### config.mk
export PLATFORM = sky130hd
export DESIGN_NAME = norn_stage
export DESIGN_NICKNAME = d
export VERILOG_FILES = /design/src/rtl/norn_pkg.sv /design/src/rtl/norn_stage_pclk_seq.sv /design/src/rtl/norn_stage.sv
export SDC_FILE = /design/constraint.sdc
export NUM_CORES = 1
export LEC_CHECK = 0
export CORE_UTILIZATION = 48
export DETAILED_ROUTE_END_ITERATION = 6
export PLACE_DENSITY = 0.83
export SYNTH_ARGS = -nofsm -noshare
export SYNTH_HDL_FRONTEND = slang
export SYNTH_HIERARCHICAL = 1
export SYNTH_SLANG_ARGS = --single-unit
### constraint.sdc
create_clock -name clk -period 2.2 [get_ports clk]
set_input_delay 0.66 -clock clk [delete_from_list [all_inputs] [get_ports clk]]
set_output_delay 0.66 -clock clk [all_outputs]
set_load 0.02 [all_outputs]
### src/rtl/norn_pkg.sv
// Shared phase encoding and counter width for the norn_stage adiabatic NOR block.
package norn_pkg;

  typedef enum logic [2:0] {
    IDLE    = 3'd0,
    EVAL    = 3'd1,
    HOLD    = 3'd2,
    RECOVER = 3'd3,
    WAIT    = 3'd4
  } phase_t;

  localparam int EVALCNT_W = 16;

  function automatic logic [EVALCNT_W-1:0] sat_inc(input logic [EVALCNT_W-1:0] v);
    return (&v) ? v : v + 1'b1;
  endfunction

endpackage

### src/rtl/norn_stage_pclk_seq.sv
// Four-phase power-clock sequencer: evaluate -> hold -> recover -> wait, each PHASE_CYCLES long.
module pclk_seq
  import norn_pkg::*;
#(
  parameter int PHASE_CYCLES = 2
) (
  input  logic       clk,
  input  logic       rst_n,
  input  logic       in_valid,
  output logic       in_ready,
  output logic       accept,
  output logic       eval_done,
  output logic       hold_done,
  output logic       out_valid,
  output logic       clkpos,
  output logic       clkneg,
  output logic [2:0] phase
);

  localparam int CW = (PHASE_CYCLES > 1) ? $clog2(PHASE_CYCLES) : 1;
  localparam logic [CW-1:0] LAST = CW'(PHASE_CYCLES - 1);

  phase_t        state;
  logic [CW-1:0] cnt;
  logic          last;

  assign last      = (cnt == LAST);
  assign in_ready  = (state == IDLE) || ((state == WAIT) && last);
  assign accept    = in_valid & in_ready;
  assign eval_done = (state == EVAL) && last;
  assign hold_done = (state == HOLD) && last;
  assign phase     = state;

  always_ff @(posedge clk or negedge rst_n) begin
    if (!rst_n) begin
      state     <= IDLE;
      cnt       <= '0;
      out_valid <= 1'b0;
      clkpos    <= 1'b0;
      clkneg    <= 1'b1;
    end else if (accept) begin
      // Covers both a fresh start from IDLE and a back-to-back start from the last WAIT cycle.
      state     <= EVAL;
      cnt       <= '0;
      out_valid <= 1'b0;
      clkpos    <= 1'b1;
      clkneg    <= 1'b0;
    end else if (state != IDLE) begin
      if (!last) begin
        cnt <= cnt + 1'b1;
      end else begin
        cnt <= '0;
        case (state)
          EVAL: begin
            state     <= HOLD;
            out_valid <= 1'b1;
          end
          HOLD: begin
            state     <= RECOVER;
            out_valid <= 1'b0;
            clkpos    <= 1'b0;
            clkneg    <= 1'b1;
          end
          RECOVER: state <= WAIT;
          default: state <= IDLE;
        endcase
      end
    end
  end

endmodule

### src/rtl/norn_stage.sv
// Multi-lane N-input adiabatic NOR stage; NORN_EVALCNT_EN adds a saturating evaluation counter.
module norn_stage
  import norn_pkg::*;
#(
  parameter int NIN          = 3,
  parameter int LANES        = 8,
  parameter int PHASE_CYCLES = 2
) (
  input  logic                 clk,
  input  logic                 rst_n,
  input  logic                 in_valid,
  output logic                 in_ready,
  input  logic [LANES*NIN-1:0] a,
  output logic [LANES-1:0]     out,
  output logic                 out_valid,
  output logic                 clkpos,
  output logic                 clkneg,
  output logic [2:0]           phase
`ifdef NORN_EVALCNT_EN
  ,
  output logic [EVALCNT_W-1:0] evalcnt
`endif
);

  logic                 accept;
  logic                 hold_done;
  logic                 eval_done;
  logic [LANES*NIN-1:0] operand_reg;
  logic [LANES*NIN-1:0] operand_next;
  logic [LANES-1:0]     nor_next;

  pclk_seq #(
    .PHASE_CYCLES(PHASE_CYCLES)
  ) u_seq (
    .clk      (clk),
    .rst_n    (rst_n),
    .in_valid (in_valid),
    .in_ready (in_ready),
    .accept   (accept),
    .eval_done(eval_done),
    .hold_done(hold_done),
    .out_valid(out_valid),
    .clkpos   (clkpos),
    .clkneg   (clkneg),
    .phase    (phase)
  );

  assign operand_next = accept ? a : operand_reg;

  genvar gi;
  generate
    for (gi = 0; gi < LANES; gi++) begin : g_lane
      assign nor_next[gi] = ~|operand_next[gi*NIN +: NIN];
    end
  endgenerate

  // Node is charged through EVAL and HOLD and returned to vss for the rest of the cycle.
  always_ff @(posedge clk or negedge rst_n) begin
    if (!rst_n) begin
      operand_reg <= '0;
      out         <= '0;
    end else begin
      operand_reg <= operand_next;
      if (accept || (clkpos && !hold_done))
        out <= nor_next;
      else
        out <= '0;
    end
  end

`ifdef NORN_EVALCNT_EN
  logic [EVALCNT_W-1:0] evalcnt_reg;

  always_ff @(posedge clk or negedge rst_n) begin
    if (!rst_n)
      evalcnt_reg <= '0;
    else if (eval_done)
      evalcnt_reg <= sat_inc(evalcnt_reg);
  end

  assign evalcnt = evalcnt_reg;
`else
  logic unused_eval_done;
  assign unused_eval_done = eval_done;
`endif

endmodule

==> run summary, run 1 <==
ROUTE
----------------------------------------------------------------------------------------
Number of vias per cell                                                             5.21
Drt drc                                                                                0
Count of antenna-violating nets left after detailed routing                            0
Avg WL per Cell                                                                  15.5 um
Total number of vias                                                               1,041
Total length of routed wires                                                     3100 um
First-iteration detailed-routing DRC count                                            33
Pre-Repair DR Iteration Count                                                          6

GLOBAL ROUTING
----------------------------------------------------------------------------------------
Pin count of the biggest net entering global routing                                  40
Number of antenna violations at the first check in global routing                      0
Global route total overflow                                                            0
Number of global-route vias before repair                                          1,013
Total Routing Usage GR                                                             19.0%
Global-route wire length before repair                                           4850 um

SYNTHESIS
----------------------------------------------------------------------------------------
Syn avg cell area                                                             16.0 sq um
Distinct cell type count of the synthesized netlist                                   28
Post-synthesis instance total                                                        104
Post-synthesis instance area                                                  1660 sq um
Total of warnings raised by yosys                                                      6
Number of register bits inferred by synthesis                                         39
Share of synthesized area occupied by flip-flops and latches                       58.8%
Synthesized netlist net count                                                        131

STA
----------------------------------------------------------------------------------------
Final Max Tran Viols                                                                   0
Final Worst Setup Slack                                                       0.00863 ns
Slew Limit Headroom                                                                55.4%
Max Clock Freq                                                                 0.456 GHz
Actual transition at the worst max-transition pin                               0.668 ns
Clock skew after layout                                                       0.00264 ns
Final-report hold violation count                                                      0
Post-layout minimum cycle time                                                   2.19 ns
Unrepaired setup endpoints after global routing                                      yes
Portion of the clock cycle consumed by the worst path in the final layout          99.6%
Finish-stage setup viols                                                               0

CTS
----------------------------------------------------------------------------------------
Clock tree root buffer cell                                                 sky130_fd_sc_hd__clkbuf_4
Clock network latency to the later pin of the worst-skew pair                    0.34 ns
Number of hold buffers added after cts                                                 0
Number of clock sinks seen by CTS                                                     39
Clock-pin slew on the worst setup and hold paths                                 0.11 ns
TritonCTS clock tree                                                                 yes
H-tree levels                                                                          2
Clock buffers created by TritonCTS                                                     5
Bufs on Longest Clock Path                                                             2

FINAL LAYOUT
----------------------------------------------------------------------------------------
Area added between synthesis and finish                                            33.9%
Post-route design area                                                        2230 sq um
Leading cell type in the layout, fill and taps excluded                     sky130_fd_sc_hd__clkdlybuf4s50_1
Final nets                                                                           180
Most frequent cells in the layout                                           sky130_fd_sc_hd__clkdlybuf4s50_1 (39), sky130_fd_sc_hd__dfrtp_1 (37), sky130_fd_sc_hd__mux2_2 (13)
Final-layout fill cell count                                                         240
Layout cells sized above 1                                                         34.4%
Max reg flops                                                                         24
Antenna diode count                                                                    0

POWER AND IR DROP
----------------------------------------------------------------------------------------
Leakage power                                                                   0.929 nW
Max rail drop VDD                                                               0.667 mV
Cell area power density                                                     1400 nW/um^2

SETUP PATH
----------------------------------------------------------------------------------------
Data arrival time of the worst path                                              2.42 ns
Category of the worst setup path launch point                                 input port
Startpoint of the worst-slack reg-to-reg timing path                        u_seq/phase[2]
Path type of the worst setup path                                              in -> reg
Worst endpoint required time                                                     2.43 ns
Maximum fanout encountered on the critical timing path                                11
Path depth of the worst reg2reg path                                                   5
Endpoint type of the worst setup path                                           register
Worst r2r dst                                                                     out[5]
CP max stage cell                                                           sky130_fd_sc_hd__clkdlybuf4s50_1
Internal reg-to-reg setup slack                                                  0.17 ns
Delay of the slowest critical-path stage                                         0.48 ns
Cells along the critical path                                               clkdlybuf4s50_1 > nor4b_2 > buf_4 > mux2_4 > a2111oi_2
Cell family with most CP delay                                              buffers and inverters
Critical path buffer and inverter count                                                2

FLOORPLAN
----------------------------------------------------------------------------------------
Die W                                                                            60.9 um
I/O pins                                                                              42
Standard-cell row count                                                               21
Y dimension of the die                                                           60.9 um
Core area                                                                     3340 sq um
Die area                                                                      3700 sq um
Initial core utilization                                                           49.8%

WORST HOLD PATH
----------------------------------------------------------------------------------------
Path class of the lowest-slack min-delay path                                in -> async

PLACE
----------------------------------------------------------------------------------------
RePlAce Congestion                                                                 0.740
Instance area after placement                                                 2130 sq um
Input/output buffers                                                                  41
Setup slack at placement                                                       -0.320 ns

FLOW RUN
----------------------------------------------------------------------------------------
Maximum Capacitance Violations                                                         0

OUTCOME
----------------------------------------------------------------------------------------
Outcome                                                                     complete, no violations

==> routing by layer <==
metal  part of all wire (%)  global-route usage, %  vias up  routed length [um]
met5                      0                      0        -                   0
met2                     48                   28.7       30                1500
li1                       -                      -      481                   -
met3                    4.7                   6.82        7                 147
met1                     45                   25.0      523                1390
met4                    1.8                   7.79        0                  56
==> logic make-up after synthesis <==
group,after synthesis,share of synthesized area (%)
buffers and inverters,7,3.23
muxes,24,18.7
AOI/OAI and AO/OA,18,12.9
and+or+nand+nor,16,6.40
DFF,39,58.8
==> cell usage after synthesis <==
cell / number / area (sq um)
sky130_fd_sc_hd__dfrtp_1: 38 / 951
sky130_fd_sc_hd__mux2_2: 13 / 146
sky130_fd_sc_hd__mux2_4: 11 / 165
sky130_fd_sc_hd__a2111oi_2: 6 / 90.1
sky130_fd_sc_hd__nor2_1: 4 / 15.0
sky130_fd_sc_hd__o21ai_0: 4 / 20.0
sky130_fd_sc_hd__buf_2: 3 / 15.0
sky130_fd_sc_hd__a2111oi_4: 2 / 55.1
sky130_fd_sc_hd__a21o_1: 2 / 15.0
sky130_fd_sc_hd__nand2b_1: 2 / 12.5
sky130_fd_sc_hd__nor3_1: 2 / 10.0
sky130_fd_sc_hd__a2111oi_0: 1 / 8.76
sky130_fd_sc_hd__a22oi_1: 1 / 7.51
sky130_fd_sc_hd__a2bb2oi_1: 1 / 8.76
sky130_fd_sc_hd__and3b_1: 1 / 8.76
sky130_fd_sc_hd__and4bb_2: 1 / 12.5
sky130_fd_sc_hd__buf_12: 1 / 20.0
sky130_fd_sc_hd__buf_6: 1 / 11.3
sky130_fd_sc_hd__dfstp_2: 1 / 26.3
sky130_fd_sc_hd__inv_1: 1 / 3.75
sky130_fd_sc_hd__inv_2: 1 / 3.75
sky130_fd_sc_hd__nand3b_1: 1 / 7.51
sky130_fd_sc_hd__nor2b_1: 1 / 6.26
sky130_fd_sc_hd__nor2b_2: 1 / 8.76
sky130_fd_sc_hd__nor3b_1: 1 / 7.51
sky130_fd_sc_hd__nor4b_1: 1 / 8.76
sky130_fd_sc_hd__o2bb2ai_1: 1 / 8.76
sky130_fd_sc_hd__or3b_1: 1 / 8.76
==> final cells by class <==
| cell class | instances | area [sq um] | area share [%] |
|---|---|---|---|
| sequential | 39 | 978 | 44.0 |
| clock buffer | 6 | 51.3 | 2.30 |
| inverter | 2 | 7.51 | 0.337 |
| clock inverter | 2 | 35.0 | 1.57 |
| timing repair buffer | 47 | 453 | 20.3 |
| tap | 46 | 57.6 | 2.59 |
| multi-input combinational | 58 | 643 | 28.9 |
==> worst max-delay path by stage <==
stage | from | end | slack, ns | cells after the start
floorplan | u_seq/phase[0] | out[6] | 0.11 | 6
global placement | in_valid | out[1] | -0.26 | 5
detailed placement | in_valid | out[3] | -0.32 | 5
CTS | in_valid | out[3] | 0.04 | 5
global route | in_valid | out[1] | -0.06 | 5
finish | in_valid | out[5] | 0.009 | 5
==> power by group <==
| part | leakage, nW | internal (mW) | switching (mW) |
|---|---|---|---|
| Clock | 0.0482 | 0.268 | 0.220 |
| Combinational | 0.406 | 0.726 | 0.671 |
| Sequential | 0.476 | 1.06 | 0.178 |
| Total | 0.929 | 2.05 | 1.07 |
==> worst register-to-register path, cell delays in order, from the launching register on <==
cell and delay [ns]:
sky130_fd_sc_hd__dfrtp_1 0.45, sky130_fd_sc_hd__nor2b_4 0.17, sky130_fd_sc_hd__nor4b_2 0.34, sky130_fd_sc_hd__buf_4 0.29
sky130_fd_sc_hd__mux2_4 0.33, sky130_fd_sc_hd__a2111oi_2 0.34
==> stage by stage <==
step                setup TNS, ns  total power, mW  utilization [%]  hold WS (ns)  std cells
detailed placement          -2.45             2.64             63.9         0.490        192
global route               -0.311             3.31             66.7         0.379        200
global placement            -1.90             2.57             63.9         0.478        192
CTS                             0             3.13             66.4         0.357        200
floorplan                       0             2.19                -         0.364        104
finish                          0             3.12             66.7         0.355        200
==> repair_timing <==
item / CTS / global route
buffers inserted: 0 / 0
setup endpoints to repair: 2 / 6
pin swaps: 0 / 0
gates resized for setup: 2 / 2
Note: power is estimated with default switching activity, not from simulation.
==> run 2, diff against run 1 <==
ABC_AREA = 1   (was unset)
CORE_UTILIZATION = 53   (was 48)
CTS_BUF_LIST = sky130_fd_sc_hd__clkbuf_16   (was unset)
PLACE_DENSITY = 0.88   (was 0.83)
clock period = 2.75 ns   (was 2.2 ns; I/O delays follow)
==> run 2 against run 1 <==
Compared with the run above:
- worst setup slack better by 0.25 ns
- cell area increased by 8.9%
- first-iteration DRC count up 45%
- global-route usage up 1.8 points
- final cell count grew 72%
- total power decreased by 21%
- highest routed layer unchanged
==> run summary, run 2 <==
OUTCOME
----------------------------------------------------------------------------------------
Outcome                                                                     complete, no violations   unchanged

SYNTHESIS
----------------------------------------------------------------------------------------
Number of register bits inferred by synthesis                                         39   unchanged
Top cell types by occurrence after synthesis                                sky130_fd_sc_hd__nand2_1 (97), sky130_fd_sc_hd__inv_1 (81), sky130_fd_sc_hd__dfrtp_1 (38)   was sky130_fd_sc_hd__dfrtp_1 (38), sky130_fd_sc_hd__mux2_2 (13), sky130_fd_sc_hd__mux2_4 (11)
Syn avg cell area                                                             7.44 sq um   was 16.0 sq um
Dominant cells by area after synthesis                                      sky130_fd_sc_hd__dfrtp_1 (51%), sky130_fd_sc_hd__nand2_1 (19%), sky130_fd_sc_hd__inv_1 (16%)   was sky130_fd_sc_hd__dfrtp_1 (57%), sky130_fd_sc_hd__mux2_4 (9.9%), sky130_fd_sc_hd__mux2_2 (8.8%)
Top-count cell post-synth                                                   sky130_fd_sc_hd__nand2_1   was sky130_fd_sc_hd__dfrtp_1
Top FF cell, synth                                                          sky130_fd_sc_hd__dfrtp_1   unchanged
Synthesized netlist net count                                                        279   was 131
Async set-reset flop share out of synthesis                                         100%   unchanged
Number of flops mapped to enable cells by yosys                                        0   unchanged
Share of synthesized area occupied by flip-flops and latches                       52.1%   was 58.8%
Post-synthesis instance total                                                        252   was 104
Post-synthesis instance area                                                  1880 sq um   was 1660 sq um
Dominant cell type by area after synthesis                                  sky130_fd_sc_hd__dfrtp_1   unchanged
Distinct cell type count of the synthesized netlist                                   18   was 28
Share of the synthesized area in the top cell type                                 50.7%   was 57.2%
Total of warnings raised by yosys                                                      6   unchanged

SETUP PATH
----------------------------------------------------------------------------------------
Cell family with most CP delay                                              buffers and inverters   unchanged
Data arrival time of the worst path                                              1.67 ns   was 2.42 ns
Maximum fanout encountered on the critical timing path                                 6   was 11
CP max stage cell                                                           sky130_fd_sc_hd__clkdlybuf4s50_1   unchanged
Endpoint type of the worst setup path                                       primary output   was register
Path type of the worst setup path                                             reg -> out   was in -> reg
Worst r2r dst                                                                     out[5]   unchanged
Startpoint of the worst-slack reg-to-reg timing path                        u_seq/phase[1]   was u_seq/phase[2]
Critical path buffer and inverter count                                                2   unchanged
Delay of the slowest critical-path stage                                         0.60 ns   was 0.48 ns
Path depth of the worst reg2reg path                                                   7   was 5
Internal reg-to-reg setup slack                                                  1.11 ns   was 0.17 ns
Cells along the critical path                                               nor2_2 > inv_1 > nor2_1 > clkdlybuf4s50_1   was clkdlybuf4s50_1 > nor4b_2 > buf_4 > mux2_4 > a2111oi_2
Category of the worst setup path launch point                                   register   was input port
WP depth                                                                               4   was 5
Worst endpoint required time                                                     1.93 ns   was 2.43 ns

FLOORPLAN
----------------------------------------------------------------------------------------
Y dimension of the die                                                           61.5 um   was 60.9 um
Initial core utilization                                                           55.8%   was 49.8%
Die area                                                                      3780 sq um   was 3700 sq um
Core area                                                                     3360 sq um   was 3340 sq um
Standard-cell row count                                                               21   unchanged
I/O pins                                                                              42   unchanged
Die W                                                                            61.5 um   was 60.9 um

CTS
----------------------------------------------------------------------------------------
TritonCTS clock tree                                                                 yes   unchanged
Number of resized instances in the post-cts repair step                                0   was 2
Number of setup buffers added after CTS                                                0   unchanged
Clock buffers created by TritonCTS                                                     5   unchanged
Bufs on Longest Clock Path                                                             2   unchanged
Number of clock sinks seen by CTS                                                     39   unchanged
Clock tree root buffer cell                                                 sky130_fd_sc_hd__clkbuf_16   was sky130_fd_sc_hd__clkbuf_4
Clock-pin slew on the worst setup and hold paths                                 0.05 ns   was 0.11 ns
Number of hold buffers added after cts                                                 0   unchanged
H-tree levels                                                                          2   unchanged
Clock network latency to the later pin of the worst-skew pair                    0.28 ns   was 0.34 ns

WORST HOLD PATH
----------------------------------------------------------------------------------------
Cell depth of the worst min-delay path                                                 2
Worst min-delay path startpoint                                             u_seq/clkneg
Path class of the lowest-slack min-delay path                                 reg -> reg   was in -> async
Hold-critical path endpoint                                                 u_seq/clkneg

ROUTE
----------------------------------------------------------------------------------------
Pre-Repair DR Iteration Count                                                          4   was 6
Number of vias per cell                                                             4.34   was 5.21
Count of antenna-violating nets left after detailed routing                            0   unchanged
Avg WL per Cell                                                                  9.68 um   was 15.5 um
Total number of vias                                                               1,492   was 1,041
Total length of routed wires                                                     3330 um   was 3100 um
First-iteration detailed-routing DRC count                                            48   was 33
Drt drc                                                                                0   unchanged

FINAL LAYOUT
----------------------------------------------------------------------------------------
Area added between synthesis and finish                                            29.2%   was 33.9%
Final nets                                                                           324   was 180
Antenna diode count                                                                    0   unchanged
Max reg flops                                                                         24   unchanged
Leading cell type in the layout, fill and taps excluded                     sky130_fd_sc_hd__nand2_1   was sky130_fd_sc_hd__clkdlybuf4s50_1
Layout cells sized above 1                                                         6.71%   was 34.4%
Post-route design area                                                        2420 sq um   was 2230 sq um
Most frequent cells in the layout                                           sky130_fd_sc_hd__nand2_1 (97), sky130_fd_sc_hd__inv_1 (82), sky130_fd_sc_hd__clkdlybuf4s50_1 (40)   was sky130_fd_sc_hd__clkdlybuf4s50_1 (39), sky130_fd_sc_hd__dfrtp_1 (37), sky130_fd_sc_hd__mux2_2 (13)

STA
----------------------------------------------------------------------------------------
Max Clock Freq                                                                 0.401 GHz
Final-report hold violation count                                                      0   unchanged
Post-layout minimum cycle time                                                   2.49 ns
Portion of the clock cycle consumed by the worst path in the final layout          90.6%
Finish-stage setup viols                                                               0   unchanged
Final Max Tran Viols                                                                   0   unchanged
Total Neg Setup Slack                                                               0 ns   unchanged
Clock skew after layout                                                       0.00581 ns   was 0.00264 ns
Unrepaired setup endpoints after global routing                                       no   was yes
Slew Limit Headroom                                                                45.7%   was 55.4%
Actual transition at the worst max-transition pin                               0.814 ns   was 0.668 ns

POWER AND IR DROP
----------------------------------------------------------------------------------------
Relative contribution of combinational cells to total power                        41.9%   was 44.8%
Cell area power density                                                     1020 nW/um^2   was 1400 nW/um^2
Portion of total power attributed to the clock network                             21.4%   was 15.6%
Cell internal pwr                                                                1.54 mW   was 2.05 mW
Leakage power                                                                    1.44 nW   was 0.929 nW
Max rail drop VDD                                                               0.554 mV   was 0.667 mV
Net switching fraction of the power                                                38.0%   was 34.2%
Switching power of the nets                                                     0.942 mW   was 1.07 mW
Register share of total power                                                      36.7%   was 39.6%

GLOBAL ROUTING
----------------------------------------------------------------------------------------
Total Routing Usage GR                                                             20.8%   was 19.0%
Number of global-route vias before repair                                          1,386   was 1,013
Global route total overflow                                                            0   unchanged
Number of antenna violations at the first check in global routing                      0   unchanged
Global-route wire length before repair                                           5450 um   was 4850 um
Pin count of the biggest net entering global routing                                  40   unchanged

FLOW RUN
----------------------------------------------------------------------------------------
Maximum Capacitance Violations                                                         0   unchanged

PLACE
----------------------------------------------------------------------------------------
Instance area after placement                                                 2290 sq um   was 2130 sq um
RePlAce Congestion                                                                 0.800   was 0.740
Input/output buffers                                                                  41   unchanged
Dpl hpwl                                                                         2330 um

[run 2: power groups by stage]
stage	registers (mW)	logic (mW)	clock network, mW
after CTS	0.908	1.05	0.545
after detailed placement	0.914	1.04	0
after floorplan	0.967	0.702	0
final	0.910	1.04	0.532
after global placement	0.908	0.998	0
after global routing	0.931	1.18	0.577
[run 2: layout make-up]
class / count / area [sq um]
clock inverters: 3 / 12.5
clock buffers: 5 / 125
inverters: 83 / 319
flip-flops and latches: 39 / 977
repair buffers: 43 / 420
well taps: 46 / 57.6
multi-input cells: 125 / 512
fillers: 276 / 940
[run 2: worst reg2reg max path: stages, from the launching register on]
cell and delay (ns):
sky130_fd_sc_hd__dfrtp_1 0.45, sky130_fd_sc_hd__nor2_2 0.19, sky130_fd_sc_hd__nand3_2 0.13, sky130_fd_sc_hd__inv_1 0.20, sky130_fd_sc_hd__inv_8 0.11, sky130_fd_sc_hd__nand2_1 0.28, sky130_fd_sc_hd__nand2_1 0.12, sky130_fd_sc_hd__nor2_2 0.11
[run 2: per-layer routing]
layer	share of wire [%]	vias up	global-route usage (%)
met5	0	-	0
met4	2.6	0	10.8
met3	4.0	9	6.30
met2	49	37	35.9
met1	44	669	23.2
li1	-	777	-
[run 2: metrics by stage]
| step | instances | setup slack, ns | hold slack (ns) | power, mW | utilization [%] |
|---|---|---|---|---|---|
| 2_1_floorplan | 252 | 0.915 | 0.485 | 1.67 | - |
| 4_1_cts | 344 | 0.249 | 0.487 | 2.51 | 72.1 |
| 3_5_place_dp | 336 | 0.437 | 0.473 | 1.95 | 68.0 |
| 6_report | 344 | 0.257 | 0.485 | 2.48 | 72.1 |
| 5_1_grt | 344 | 0.180 | 0.514 | 2.69 | 72.1 |
| 3_3_place_gp | 336 | 0.473 | 0.474 | 1.91 | 68.0 |
[run 2: logic make-up (layout without fill, tap and decap cells)]
| logic type | count (synthesis) | count (layout) | synth area share, % |
|---|---|---|---|
| AO/OA/AOI/OAI | 5 | 5 | 1.73 |
| flip-flops | 39 | 39 | 52.1 |
| buffers and inverters | 88 | 134 | 20.6 |
| AND/OR/NAND/NOR | 120 | 120 | 25.6 |
[run 2: worst max-delay path by stage]
| stage | start | endpoint |
|---|---|---|
| 6_report | u_seq/phase[1] | in_ready |
| 5_1_grt | u_seq/phase[1] | in_ready |
| 4_1_cts | u_seq/phase[1] | in_ready |
| 3_5_place_dp | in_valid | out[5] |
| 3_3_place_gp | in_valid | out[5] |
| 2_1_floorplan | u_seq/phase[1] | in_ready |
